### config.mk
export PLATFORM = sky130hd
export DESIGN_NAME = num_syst_conv
export DESIGN_NICKNAME = d
export VERILOG_FILES = /design/src/rtl/num_syst_conv_pkg.sv /design/src/rtl/num_syst_conv_seg7.sv /design/src/rtl/num_syst_conv.sv
export SDC_FILE = /design/constraint.sdc
export NUM_CORES = 1
export LEC_CHECK = 0
export CAP_MARGIN = 20
export CELL_PAD_IN_SITES_DETAIL_PLACEMENT = 1
export CELL_PAD_IN_SITES_GLOBAL_PLACEMENT = 1
export CORE_ASPECT_RATIO = 0.8
export CORE_MARGIN = 1
export CORE_UTILIZATION = 46
export CTS_CLUSTER_SIZE = 8
export DETAILED_ROUTE_END_ITERATION = 12
export PLACE_DENSITY = 0.87
export SYNTH_ARGS = -nofsm -noshare
export SYNTH_HDL_FRONTEND = slang
export SYNTH_SLANG_ARGS = --single-unit
### constraint.sdc
create_clock -name clk -period 5.6 [get_ports clk]
set_input_delay 0.84 -clock clk [delete_from_list [all_inputs] [get_ports clk]]
set_output_delay 0.84 -clock clk [all_outputs]
set_load 0.005 [all_outputs]
### src/rtl/num_syst_conv_pkg.sv
// Shared definitions for the number-system display block: 7-segment glyphs
// (segments gfedcba, active-high), converter FSM states and a width helper.
package num_syst_pkg;

    localparam logic [6:0] SEG_0     = 7'b0111111;
    localparam logic [6:0] SEG_1     = 7'b0000110;
    localparam logic [6:0] SEG_2     = 7'b1011011;
    localparam logic [6:0] SEG_3     = 7'b1001111;
    localparam logic [6:0] SEG_4     = 7'b1100110;
    localparam logic [6:0] SEG_5     = 7'b1101101;
    localparam logic [6:0] SEG_6     = 7'b1111101;
    localparam logic [6:0] SEG_7     = 7'b0000111;
    localparam logic [6:0] SEG_8     = 7'b1111111;
    localparam logic [6:0] SEG_9     = 7'b1101111;
    localparam logic [6:0] SEG_A     = 7'b1110111;
    localparam logic [6:0] SEG_B     = 7'b1111100;
    localparam logic [6:0] SEG_C     = 7'b0111001;
    localparam logic [6:0] SEG_D     = 7'b1011110;
    localparam logic [6:0] SEG_E     = 7'b1111001;
    localparam logic [6:0] SEG_F     = 7'b1110001;
    localparam logic [6:0] SEG_MINUS = 7'b1000000;
    localparam logic [6:0] SEG_BLANK = 7'b0000000;

    typedef enum logic [1:0] {
        IDLE = 2'd0,
        CONV = 2'd1,
        LOAD = 2'd2
    } state_t;

    // Smallest r with 2**r >= value (0 for value <= 1).
    function automatic int clog2(input int value);
        int result;
        result = 0;
        for (int i = 0; i < 31; i++) begin
            if ((32'd1 << i) < 32'(value)) begin
                result = i + 1;
            end
        end
        return result;
    endfunction

endpackage

### src/rtl/num_syst_conv_seg7.sv
// Combinational 4-bit to 7-segment lookup with a blanking input.
module seg7_decoder
    import num_syst_pkg::*;
(
    input  logic [3:0] value,
    input  logic       blank,
    output logic [6:0] seg
);

    // Glyph lookup; blank overrides the value.
    always_comb begin
        seg = SEG_BLANK;
        if (blank) begin
            seg = SEG_BLANK;
        end else begin
            case (value)
                4'h0:    seg = SEG_0;
                4'h1:    seg = SEG_1;
                4'h2:    seg = SEG_2;
                4'h3:    seg = SEG_3;
                4'h4:    seg = SEG_4;
                4'h5:    seg = SEG_5;
                4'h6:    seg = SEG_6;
                4'h7:    seg = SEG_7;
                4'h8:    seg = SEG_8;
                4'h9:    seg = SEG_9;
                4'hA:    seg = SEG_A;
                4'hB:    seg = SEG_B;
                4'hC:    seg = SEG_C;
                4'hD:    seg = SEG_D;
                4'hE:    seg = SEG_E;
                4'hF:    seg = SEG_F;
                default: seg = SEG_BLANK;
            endcase
        end
    end

endmodule

### src/rtl/num_syst_conv.sv
// Switch word display: live LED/hex mirror plus a key-triggered sequential
// binary-to-decimal (double-dabble) conversion with sign and zero blanking.
module num_syst_conv
    import num_syst_pkg::*;
#(
    parameter int IN_W       = 8,
    parameter int HEX_DIGITS = (IN_W + 3) / 4,
    parameter int DEC_DIGITS = 3,
    parameter int DEB_CYC    = 16
)(
    input  logic                    clk,
    input  logic                    reset,
    input  logic                    key_conv_n,
    input  logic                    key_clr_n,
    input  logic                    signed_mode,
    input  logic [IN_W-1:0]         switches,
    output logic [IN_W-1:0]         ledr,
    output logic [7*HEX_DIGITS-1:0] hex_seg,
    output logic [7*DEC_DIGITS-1:0] dec_seg,
    output logic [6:0]              sign_seg,
    output logic                    busy,
    output logic                    done
);

    localparam int BCD_W     = 4 * DEC_DIGITS;
    localparam int HEX_W     = 4 * HEX_DIGITS;
    localparam int BIT_CNT_W = (clog2(IN_W) < 1) ? 1 : clog2(IN_W);
    localparam int DEB_W     = (clog2(DEB_CYC + 1) < 1) ? 1 : clog2(DEB_CYC + 1);
    localparam logic [DEB_W-1:0]     DEB_LAST = DEB_W'((DEB_CYC > 0) ? DEB_CYC - 1 : 0);
    localparam logic [BIT_CNT_W-1:0] BIT_LAST = BIT_CNT_W'(IN_W - 1);
    localparam logic [7*HEX_DIGITS-1:0] HEX_RESET = {HEX_DIGITS{SEG_0}};
    localparam logic [7*DEC_DIGITS-1:0] DEC_RESET = {{(7*DEC_DIGITS-7){1'b0}}, SEG_0};

    if (IN_W < 4 || IN_W > 32) begin : g_bad_in_w
        $error("num_syst_conv: IN_W must be in 4..32");
    end
    if ((64'd10 ** DEC_DIGITS) <= (64'd1 << IN_W)) begin : g_bad_dec_digits
        $error("num_syst_conv: DEC_DIGITS too small for IN_W");
    end

    // ---------------- key synchronisers, debounce filters, press pulses
    logic [1:0] keys_n_s;
    logic [1:0] press_s;
    assign keys_n_s = {key_clr_n, key_conv_n};

    for (genvar k = 0; k < 2; k++) begin : g_key
        logic             sync1_r;
        logic             sync2_r;
        logic             filt_r;
        logic             press_r;
        logic [DEB_W-1:0] cnt_r;
        logic             filt_nxt_s;
        logic [DEB_W-1:0] cnt_nxt_s;

        // Filter adopts the synced level once it has disagreed for DEB_CYC cycles.
        always_comb begin
            filt_nxt_s = filt_r;
            cnt_nxt_s  = {DEB_W{1'b0}};
            if (sync2_r != filt_r) begin
                if (DEB_CYC == 0 || cnt_r == DEB_LAST) begin
                    filt_nxt_s = sync2_r;
                    cnt_nxt_s  = {DEB_W{1'b0}};
                end else begin
                    cnt_nxt_s  = cnt_r + 1'b1;
                end
            end else begin
                cnt_nxt_s = {DEB_W{1'b0}};
            end
        end

        // Two-flop synchroniser, filter state and registered falling-edge pulse.
        always_ff @(posedge clk or posedge reset) begin
            if (reset) begin
                sync1_r <= 1'b1;
                sync2_r <= 1'b1;
                filt_r  <= 1'b1;
                cnt_r   <= {DEB_W{1'b0}};
                press_r <= 1'b0;
            end else begin
                sync1_r <= keys_n_s[k];
                sync2_r <= sync1_r;
                filt_r  <= filt_nxt_s;
                cnt_r   <= cnt_nxt_s;
                press_r <= filt_r & ~filt_nxt_s;
            end
        end

        assign press_s[k] = press_r;
    end

    logic conv_press_s;
    logic clr_press_s;
    assign conv_press_s = press_s[0];
    assign clr_press_s  = press_s[1];

    // ---------------- live LED / hex path
    logic [HEX_W-1:0]        hex_in_s;
    logic [7*HEX_DIGITS-1:0] hex_dec_s;
    assign hex_in_s = HEX_W'(switches);

    for (genvar h = 0; h < HEX_DIGITS; h++) begin : g_hex
        seg7_decoder u_hex_dec (
            .value (hex_in_s[4*h +: 4]),
            .blank (1'b0),
            .seg   (hex_dec_s[7*h +: 7])
        );
    end

    // Mirror switches to LEDs and hex digits with one cycle of latency.
    always_ff @(posedge clk or posedge reset) begin
        if (reset) begin
            ledr    <= {IN_W{1'b0}};
            hex_seg <= HEX_RESET;
        end else begin
            ledr    <= switches;
            hex_seg <= hex_dec_s;
        end
    end

    // ---------------- double-dabble datapath
    state_t                 state_r;
    logic [BCD_W-1:0]       bcd_r;
    logic [IN_W-1:0]        opd_r;
    logic [BIT_CNT_W-1:0]   bit_cnt_r;
    logic                   neg_r;
    logic                   snap_neg_s;
    logic [IN_W-1:0]        snap_opd_s;
    logic [BCD_W-1:0]       bcd_adj_s;
    logic [BCD_W-1:0]       bcd_nxt_s;
    logic [IN_W-1:0]        opd_nxt_s;
    logic [DEC_DIGITS-1:0]  dec_blank_s;
    logic [7*DEC_DIGITS-1:0] dec_dec_s;
    logic                   lead_s;

    // Snapshot operand: unsigned magnitude of the word (|-2**(IN_W-1)| still fits IN_W bits).
    always_comb begin
        snap_neg_s = signed_mode & switches[IN_W-1];
        if (snap_neg_s) begin
            snap_opd_s = ~switches + 1'b1;
        end else begin
            snap_opd_s = switches;
        end
    end

    // One double-dabble step: +3 on nibbles >= 5, then shift {bcd, operand} left.
    always_comb begin
        bcd_adj_s = bcd_r;
        for (int d = 0; d < DEC_DIGITS; d++) begin
            if (bcd_r[4*d +: 4] >= 4'd5) begin
                bcd_adj_s[4*d +: 4] = bcd_r[4*d +: 4] + 4'd3;
            end else begin
                bcd_adj_s[4*d +: 4] = bcd_r[4*d +: 4];
            end
        end
        {bcd_nxt_s, opd_nxt_s} = {bcd_adj_s, opd_r} << 1;
    end

    // Leading-zero blanking of the step result; units digit always shown.
    always_comb begin
        dec_blank_s = {DEC_DIGITS{1'b0}};
        lead_s      = 1'b1;
        for (int d = DEC_DIGITS - 1; d > 0; d--) begin
            if (bcd_nxt_s[4*d +: 4] != 4'd0) begin
                lead_s = 1'b0;
            end else begin
                lead_s = lead_s;
            end
            dec_blank_s[d] = lead_s;
        end
    end

    for (genvar g = 0; g < DEC_DIGITS; g++) begin : g_dec
        seg7_decoder u_dec_dec (
            .value (bcd_nxt_s[4*g +: 4]),
            .blank (dec_blank_s[g]),
            .seg   (dec_dec_s[7*g +: 7])
        );
    end

    // Converter FSM; the final shift result is decoded and loaded on entry to LOAD.
    always_ff @(posedge clk or posedge reset) begin
        if (reset) begin
            state_r   <= IDLE;
            bcd_r     <= {BCD_W{1'b0}};
            opd_r     <= {IN_W{1'b0}};
            bit_cnt_r <= {BIT_CNT_W{1'b0}};
            neg_r     <= 1'b0;
            busy      <= 1'b0;
            done      <= 1'b0;
            dec_seg   <= DEC_RESET;
            sign_seg  <= SEG_BLANK;
        end else begin
            done <= 1'b0;
            if (clr_press_s) begin
                state_r  <= IDLE;
                busy     <= 1'b0;
                dec_seg  <= DEC_RESET;
                sign_seg <= SEG_BLANK;
            end else begin
                case (state_r)
                    IDLE: begin
                        if (conv_press_s) begin
                            opd_r     <= snap_opd_s;
                            neg_r     <= snap_neg_s;
                            bcd_r     <= {BCD_W{1'b0}};
                            bit_cnt_r <= BIT_LAST;
                            busy      <= 1'b1;
                            state_r   <= CONV;
                        end else begin
                            state_r   <= IDLE;
                        end
                    end
                    CONV: begin
                        bcd_r <= bcd_nxt_s;
                        opd_r <= opd_nxt_s;
                        if (bit_cnt_r == {BIT_CNT_W{1'b0}}) begin
                            busy     <= 1'b0;
                            done     <= 1'b1;
                            dec_seg  <= dec_dec_s;
                            sign_seg <= neg_r ? SEG_MINUS : SEG_BLANK;
                            state_r  <= LOAD;
                        end else begin
                            bit_cnt_r <= bit_cnt_r - 1'b1;
                        end
                    end
                    LOAD: begin
                        state_r <= IDLE;
                    end
                    default: begin
                        state_r <= IDLE;
                        busy    <= 1'b0;
                    end
                endcase
            end
        end
    end

endmodule

==> results of run 1 <==
-- flip-flops by register name, indices dropped and copies added, names as in the netlist, 2 cells and up --
register / flops
bcd_r: 12
bit_cnt_r: 3
dec_seg: 21
g_key.cnt_r: 10
g_key.filt_r: 2
g_key.sync1_r: 2
g_key.sync2_r: 2
hex_seg: 14
ledr: 8
opd_r: 8
state_r: 2
-- synth_stat cells (all sizes together), types with 2 or more instances --
library cell	instances	area, sq um
a211oi	3	22.5
a21o	4	30.0
a21oi	37	200
a221oi	2	17.5
a22o	8	70.1
a22oi	10	75.1
a311oi	2	17.5
a31oi	6	37.5
a32o	3	30.0
and2	3	18.8
and3	2	12.5
buf	9	61.3
clkbuf	13	58.8
clkinv	2	7.51
dfrtp	66	1650
dfstp	24	631
ha	35	438
inv	27	101
mux2	4	45.0
mux2i	10	100
nand2	50	188
nand2b	8	52.6
nand3	14	70.1
nand3b	4	30.0
nand4b	2	17.5
nor2	39	146
nor2b	9	56.3
nor3	3	15.0
nor3b	6	45.0
nor4b	2	17.5
o211ai	3	22.5
o21ai	44	220
o21bai	2	15.0
o31ai	3	22.5
or2	2	12.5
xnor2	11	104
xor2	3	26.3
-- final cells by class --
class | count | area share (%)
clock inverters | 7 | 1.59
repair buffers | 62 | 10.5
flip-flops and latches | 90 | 39.2
well taps | 140 | 3.01
clock buffers | 9 | 3.87
inverters | 29 | 1.89
multi-input cells | 354 | 39.9
-- routing by layer --
| layer | share of wire, % | wire length [um] | up-vias | track usage, % |
|---|---|---|---|---|
| met5 | 0 | 0 | - | 0 |
| li1 | - | - | 1813 | - |
| met3 | 4.0 | 506 | 24 | 4.99 |
| met1 | 42 | 5280 | 1990 | 29.9 |
| met4 | 2.1 | 260 | 0 | 8.65 |
| met2 | 52 | 6610 | 85 | 44.5 |
-- critical path, delay by kind of cell, from the launching register on --
kind,cells,cell delay (ns)
AO/OA/AOI/OAI,4,0.78
XOR/XNOR,1,0.60
adder cells (fa/ha/maj),2,0.61
buffers and inverters,1,0.15
flip-flops,1,0.51
AND/OR/NAND/NOR,2,0.21
-- cells by family (layout without fill, tap and decap cells) --
kind of cell | after synthesis | after routing | share of synthesized area [%]
muxes | 15 | 15 | 3.48
DFF | 90 | 90 | 47.4
other | 1 | 6 | 0.0778
AOI/OAI and AO/OA | 137 | 137 | 18.0
xor gates and xnor gates | 14 | 14 | 2.70
buffers and inverters | 51 | 107 | 4.75
and+or+nand+nor | 147 | 147 | 14.5
adders and majority gates | 35 | 35 | 9.09
-- power by group --
group          total [mW]  switching [mW]  internal, mW
sequential          0.681         0.00820         0.673
clock               0.657           0.266         0.391
combinational      0.0999          0.0533        0.0466
total                1.44           0.328          1.11
-- worst paths after layout --
path / start / end / slack [ns] / depth (start not counted)
setup / recovery: bcd_r[0] / dec_seg[6] / 2.61 / 10
hold / removal: g_key[0].sync1_r / g_key[0].sync2_r / 0.36 / 0
hold reg to reg: g_key[0].sync1_r / g_key[0].sync2_r / 0.36 / 0
setup reg to reg: bcd_r[0] / dec_seg[6] / 2.61 / 10
max in group asynchronous: reset / sign_seg[6] / 3.62 / 3
min in group asynchronous: reset / g_key[1].cnt_r[4] / 0.91 / 2
==> flow_metrics.env, run 1 <==
export IMPL_outcome="complete, no violations"
export IMPL_worstSetupPathType="flip-flop to flip-flop"
export IMPL_area_sequential_sq_um=2280
export IMPL_crit_chain="inv_1, ha_1, nand2b_1, a21oi_1, xnor2_1, ha_1, a21boi_0, nor2_1, a221oi_1, o21ai_0"
export IMPL_drt_wirelength_per_cell_um=18.3
export IMPL_cts_tree="yes"
export IMPL_tightestPinTransition_ns=1.12
export IMPL_placement_setup_worst_slack_ns=2.73
export IMPL_final_cycle_share_pct=53.4
export IMPL_layout_cells_non_filler=691
export IMPL_final_net_count=594
export IMPL_holdBufCountCts=0
export IMPL_timing_max_cap_violations=0
export IMPL_most_common_cell_after_layout_fill_and_taps_aside="sky130_fd_sc_hd__dfrtp_1"
export IMPL_cellLeakagePower_nw=2.58
export IMPL_worstPathMaxFanout=9
export IMPL_post_route_cell_area_sq_um=5830
export IMPL_numPlacedInstances=674
export IMPL_place_gp_congestion=0.843
export IMPL_drt_antenna_violating_nets=0
export IMPL_synth_top_flop_cell="sky130_fd_sc_hd__dfrtp_1"
export IMPL_grt_overflow_total=0
export IMPL_largest_net_degree_at_the_start_of_global_routing=49
export IMPL_max_slew_margin_rel_pct=25.3
export IMPL_cts_root_to_sink_buffers=2
export IMPL_unrepaired_setup_endpoints_after_global_routing="false"
export IMPL_critPathMostFrequentCell="sky130_fd_sc_hd__ha_1"
export IMPL_number_of_enable_flip_flop_cells_after_synthesis=0
export IMPL_cts_reportedPaths_clkPinSlew_ns=0.07
export IMPL_post_synth_cell_area_avg_sq_um=9.83
export IMPL_post_route_util_pct=57.1
export IMPL_post_synth_num_cell_types=61
export IMPL_cts_made_buffers=9
export IMPL_fp_dieArea_sq_um=10900
export IMPL_clock_latency_ns=0.35
export IMPL_placement_cell_area_sq_um=5500
export IMPL_remaining_drc_errors=0
export IMPL_wirelength_um=12700
export IMPL_hold_path_class="flip-flop to flip-flop"
export IMPL_peakVddDrop_v=0.000195
export IMPL_clock_sinks=90
export IMPL_filler_cell_count=1169
export IMPL_total_of_endpoints_with_negative_setup_slack_in_the_final_report=0
export IMPL_worst_path_largest_cell_delay_ns=0.60
export IMPL_antenna_found_initial=0
export IMPL_final_layout_size_suffix_gt1_share_pct=10.5
export IMPL_power_per_cell_area_nw_per_um2=247
export IMPL_arrival_ns=3.21
export IMPL_die_width_um=116
export IMPL_slew_viol_final=0
export IMPL_ctsResizeCount=0
export IMPL_postSynthRegisterBits=90
export IMPL_cts_setup_buffers=0
export IMPL_initial_utilization_pct=47.2
export IMPL_grt_util_all_layers_pct=25.0
export IMPL_worstSetupEndpointType="flip-flop"
export IMPL_holdWs_ns=0.355
export IMPL_first_pass_iters=4
export IMPL_coreArea_sq_um=10200
export IMPL_worst_path_cell_with_the_longest_stage_delay="sky130_fd_sc_hd__xnor2_1"
export IMPL_vias_per_cell=5.66
export IMPL_i_o_pins=65
export IMPL_multi_input_comb_area_sq_um=2330
export IMPL_final_setup_skew_ns=0.00650
export IMPL_post_synth_inst_count=490
export IMPL_ctsHtreeMaxLevel=3
export IMPL_most_common_layout_cells="sky130_fd_sc_hd__dfrtp_1, sky130_fd_sc_hd__clkdlybuf4s50_1, sky130_fd_sc_hd__nand2_1"
export IMPL_postSynth_asyncResetShare_pct=100
export IMPL_required_time_of_the_worst_setup_path_ns=5.82
export IMPL_fmax_mhz=334
export IMPL_cts_root_buffer="sky130_fd_sc_hd__clkbuf_16"
export IMPL_dp_final_hpwl_um=8580
export IMPL_layout_setup_ws_ns=2.61
export IMPL_vias_in_the_first_global_route=4243
export IMPL_p_total_mw=1.44
export IMPL_totalNegativeSetupSlack_ns=0
export IMPL_finalWorstPathRequiredPeriod_ns=2.99
export IMPL_setup_crit_start_kind="flip-flop"
export IMPL_synth_area_sq_um=4820
export IMPL_synthToLayoutAreaGrowth_pct=20.9
export IMPL_grt_pass1_wl_um=20900
export IMPL_route_vias_total=3912
export IMPL_final_hold_violation_count=0
export IMPL_seq_total_area_yosys_pct=47.4
export IMPL_starting_drc_count_in_detailed_routing=234
export IMPL_rows=33
export IMPL_insertedDiodeCount=0
export IMPL_synth_warnings=0
export IMPL_io_buffer_count=58
export IMPL_die_y_um=93.5
Note: power is estimated with default switching activity, not from simulation.
==> run 2: changes to the inputs <==
--- a/config.mk
+++ b/config.mk
@@ -10,10 +10,10 @@
 export CELL_PAD_IN_SITES_GLOBAL_PLACEMENT = 1
 export CORE_ASPECT_RATIO = 0.8
 export CORE_MARGIN = 1
-export CORE_UTILIZATION = 46
+export CORE_UTILIZATION = 43
 export CTS_CLUSTER_SIZE = 8
 export DETAILED_ROUTE_END_ITERATION = 12
-export PLACE_DENSITY = 0.87
+export PLACE_DENSITY = 0.82
 export SYNTH_ARGS = -nofsm -noshare
 export SYNTH_HDL_FRONTEND = slang
 export SYNTH_SLANG_ARGS = --single-unit
==> constraint.sdc (replaced) <==
create_clock -name clk -period 3.1 [get_ports clk]
set_input_delay 0.465 -clock clk [delete_from_list [all_inputs] [get_ports clk]]
set_output_delay 0.465 -clock clk [all_outputs]
set_load 0.005 [all_outputs]
==> flow_metrics.env, run 2 (synthesized netlist as in run 1, its figures left out) <==
export IMPL_fmax_mhz=357
export IMPL_worstSetupPathType="flip-flop to flip-flop"
export IMPL_critPathMostFrequentCell="sky130_fd_sc_hd__ha_1"
export IMPL_remaining_drc_errors=0
export IMPL_finalWorstPathRequiredPeriod_ns=2.80
export IMPL_most_common_cell_after_layout_fill_and_taps_aside="sky130_fd_sc_hd__dfrtp_1"
export IMPL_coreArea_sq_um=10900
export IMPL_vias_per_cell=5.41
export IMPL_ctsResizeCount=0
export IMPL_outcome="complete, no violations"
export IMPL_first_pass_iters=4
export IMPL_cts_root_buffer="sky130_fd_sc_hd__clkbuf_16"
export IMPL_required_time_of_the_worst_setup_path_ns=3.32
export IMPL_cts_tree="yes"
export IMPL_cts_made_buffers=9
export IMPL_post_route_util_pct=54.3
export IMPL_setup_crit_start_kind="flip-flop"
export IMPL_die_y_um=96.7
export IMPL_arrival_ns=3.02
export IMPL_clock_sinks=90
export IMPL_fp_dieArea_sq_um=11600
export IMPL_insertedDiodeCount=0
export IMPL_worstSetupEndpointType="flip-flop"
export IMPL_final_setup_skew_ns=0.00794
export IMPL_max_flop_register="dec_seg"
export IMPL_timing_max_cap_violations=0
export IMPL_drt_wirelength_per_cell_um=16.9
export IMPL_i_o_pins=65
export IMPL_most_common_layout_cells="sky130_fd_sc_hd__dfrtp_1, sky130_fd_sc_hd__clkdlybuf4s50_1, sky130_fd_sc_hd__nand2_1"
export IMPL_starting_drc_count_in_detailed_routing=151
export IMPL_drt_antenna_violating_nets=0
export IMPL_ctsHtreeMaxLevel=3
export IMPL_tightestPinTransition_ns=0.897
export IMPL_largest_net_degree_at_the_start_of_global_routing=59
export IMPL_grt_util_all_layers_pct=21.8
export IMPL_synthToLayoutAreaGrowth_pct=22.6
export IMPL_final_layout_size_suffix_gt1_share_pct=11.8
export IMPL_final_cycle_share_pct=90.3
export IMPL_crit_chain="inv_1, ha_1, nand2b_1, a21oi_1, xnor2_2, ha_1, a21boi_0, nor2_1, a221oi_1, o21ai_0"
export IMPL_antenna_found_initial=0
export IMPL_route_vias_total=3804
export IMPL_cts_setup_buffers=0
export IMPL_slew_viol_final=0
export IMPL_power_per_cell_area_nw_per_um2=439
export IMPL_grt_pass1_wl_um=20300
export IMPL_clock_latency_ns=0.35
export IMPL_worstPathMaxFanout=9
export IMPL_final_hold_violation_count=0
export IMPL_max_ffs_per_register=21
export IMPL_hold_path_class="flip-flop to flip-flop"
export IMPL_total_of_endpoints_with_negative_setup_slack_in_the_final_report=0
export IMPL_peakVddDrop_v=0.000324
export IMPL_wirelength_um=11900
export IMPL_die_width_um=120
export IMPL_worst_path_largest_cell_delay_ns=0.55
export IMPL_leading_registers_by_flop_count="dec_seg x21, hex_seg x14, bcd_r x12"
export IMPL_max_slew_margin_rel_pct=39.8
export IMPL_io_buffer_count=58
export IMPL_initial_utilization_pct=44.2
export IMPL_totalNegativeSetupSlack_ns=0
export IMPL_final_net_count=602
export IMPL_cts_root_to_sink_buffers=2
export IMPL_grt_overflow_total=0
export IMPL_worst_path_cell_with_the_longest_stage_delay="sky130_fd_sc_hd__dfrtp_1"
export IMPL_rows=34
export IMPL_holdBufCountCts=0
export IMPL_cellLeakagePower_nw=2.63
export IMPL_vias_in_the_first_global_route=4042
export IMPL_place_gp_congestion=0.845
export IMPL_p_total_mw=2.59
export IMPL_filler_cell_count=1246
export IMPL_cts_reportedPaths_clkPinSlew_ns=0.07
export IMPL_dp_final_hpwl_um=8290
-- run 2: stage by stage --
step | hold WS, ns | setup WS (ns) | cells | instance area [sq um]
2_1_floorplan | 0.345 | 0.339 | 495 | 4840
3_3_place_gp | 0.347 | 0.441 | 687 | 5580
3_5_place_dp | 0.348 | 0.216 | 687 | 5580
4_1_cts | 0.362 | 0.194 | 703 | 5900
5_1_grt | 0.365 | -0.0114 | 703 | 5910
6_report | 0.360 | 0.299 | 703 | 5910
-- run 2: where the power goes --
group	switching (mW)	internal [mW]	leakage, nW
clock	0.467	0.711	0.157
sequential	0.0138	1.22	1.10
combinational	0.0964	0.0881	1.37
total	0.577	2.02	2.63
-- run 2: final cells by class --
| class | instances | area (sq um) | area share [%] |
|---|---|---|---|
| inverter | 29 | 110 | 1.86 |
| clock buffer | 10 | 229 | 3.87 |
| sequential | 90 | 2280 | 38.6 |
| multi-input combinational | 354 | 2330 | 39.5 |
| clock inverter | 6 | 91.3 | 1.55 |
| timing repair buffer | 70 | 683 | 11.6 |
| tap | 144 | 180 | 3.05 |
-- run 2: final timing paths --
path,from,end,slack (ns),depth (start not counted)
max reg2reg,bcd_r[0],dec_seg[6],0.30,10
min reg2reg,g_key[1].sync1_r,g_key[1].sync2_r,0.36,0
min in group asynchronous,reset,g_key[0].cnt_r[0],0.49,2
max in group asynchronous,reset,hex_seg[5],1.87,3
min,g_key[1].sync1_r,g_key[1].sync2_r,0.36,0
max,bcd_r[0],dec_seg[6],0.30,10
-- run 2: worst max-delay path: cells and delay by family, from the launching register on --
family	cells	cell delay [ns]
xor+xnor	1	0.37
fa+ha+maj	2	0.55
flops	1	0.55
simple gates	2	0.22
buf+inv	1	0.16
compound gates	4	0.81
-- run 2: per-layer routing --
layer / track usage [%] / vias to the layer above / part of all wire, %
li1: - / 1826 / -
met1: 27.8 / 1903 / 45
met2: 37.1 / 63 / 51
met3: 4.19 / 12 / 2.7
met4: 7.50 / 0 / 1.3
met5: 0 / - / 0
==> run 3: changes to the inputs <==
--- a/config.mk
+++ b/config.mk
@@ -14,6 +14,7 @@
 export CTS_CLUSTER_SIZE = 8
 export DETAILED_ROUTE_END_ITERATION = 12
 export PLACE_DENSITY = 0.82
+export SKIP_LAST_GASP = 1
 export SYNTH_ARGS = -nofsm -noshare
 export SYNTH_HDL_FRONTEND = slang
 export SYNTH_SLANG_ARGS = --single-unit
==> results of run 3 <==
Final layout, timing and power as in run 2 (identical DEF).
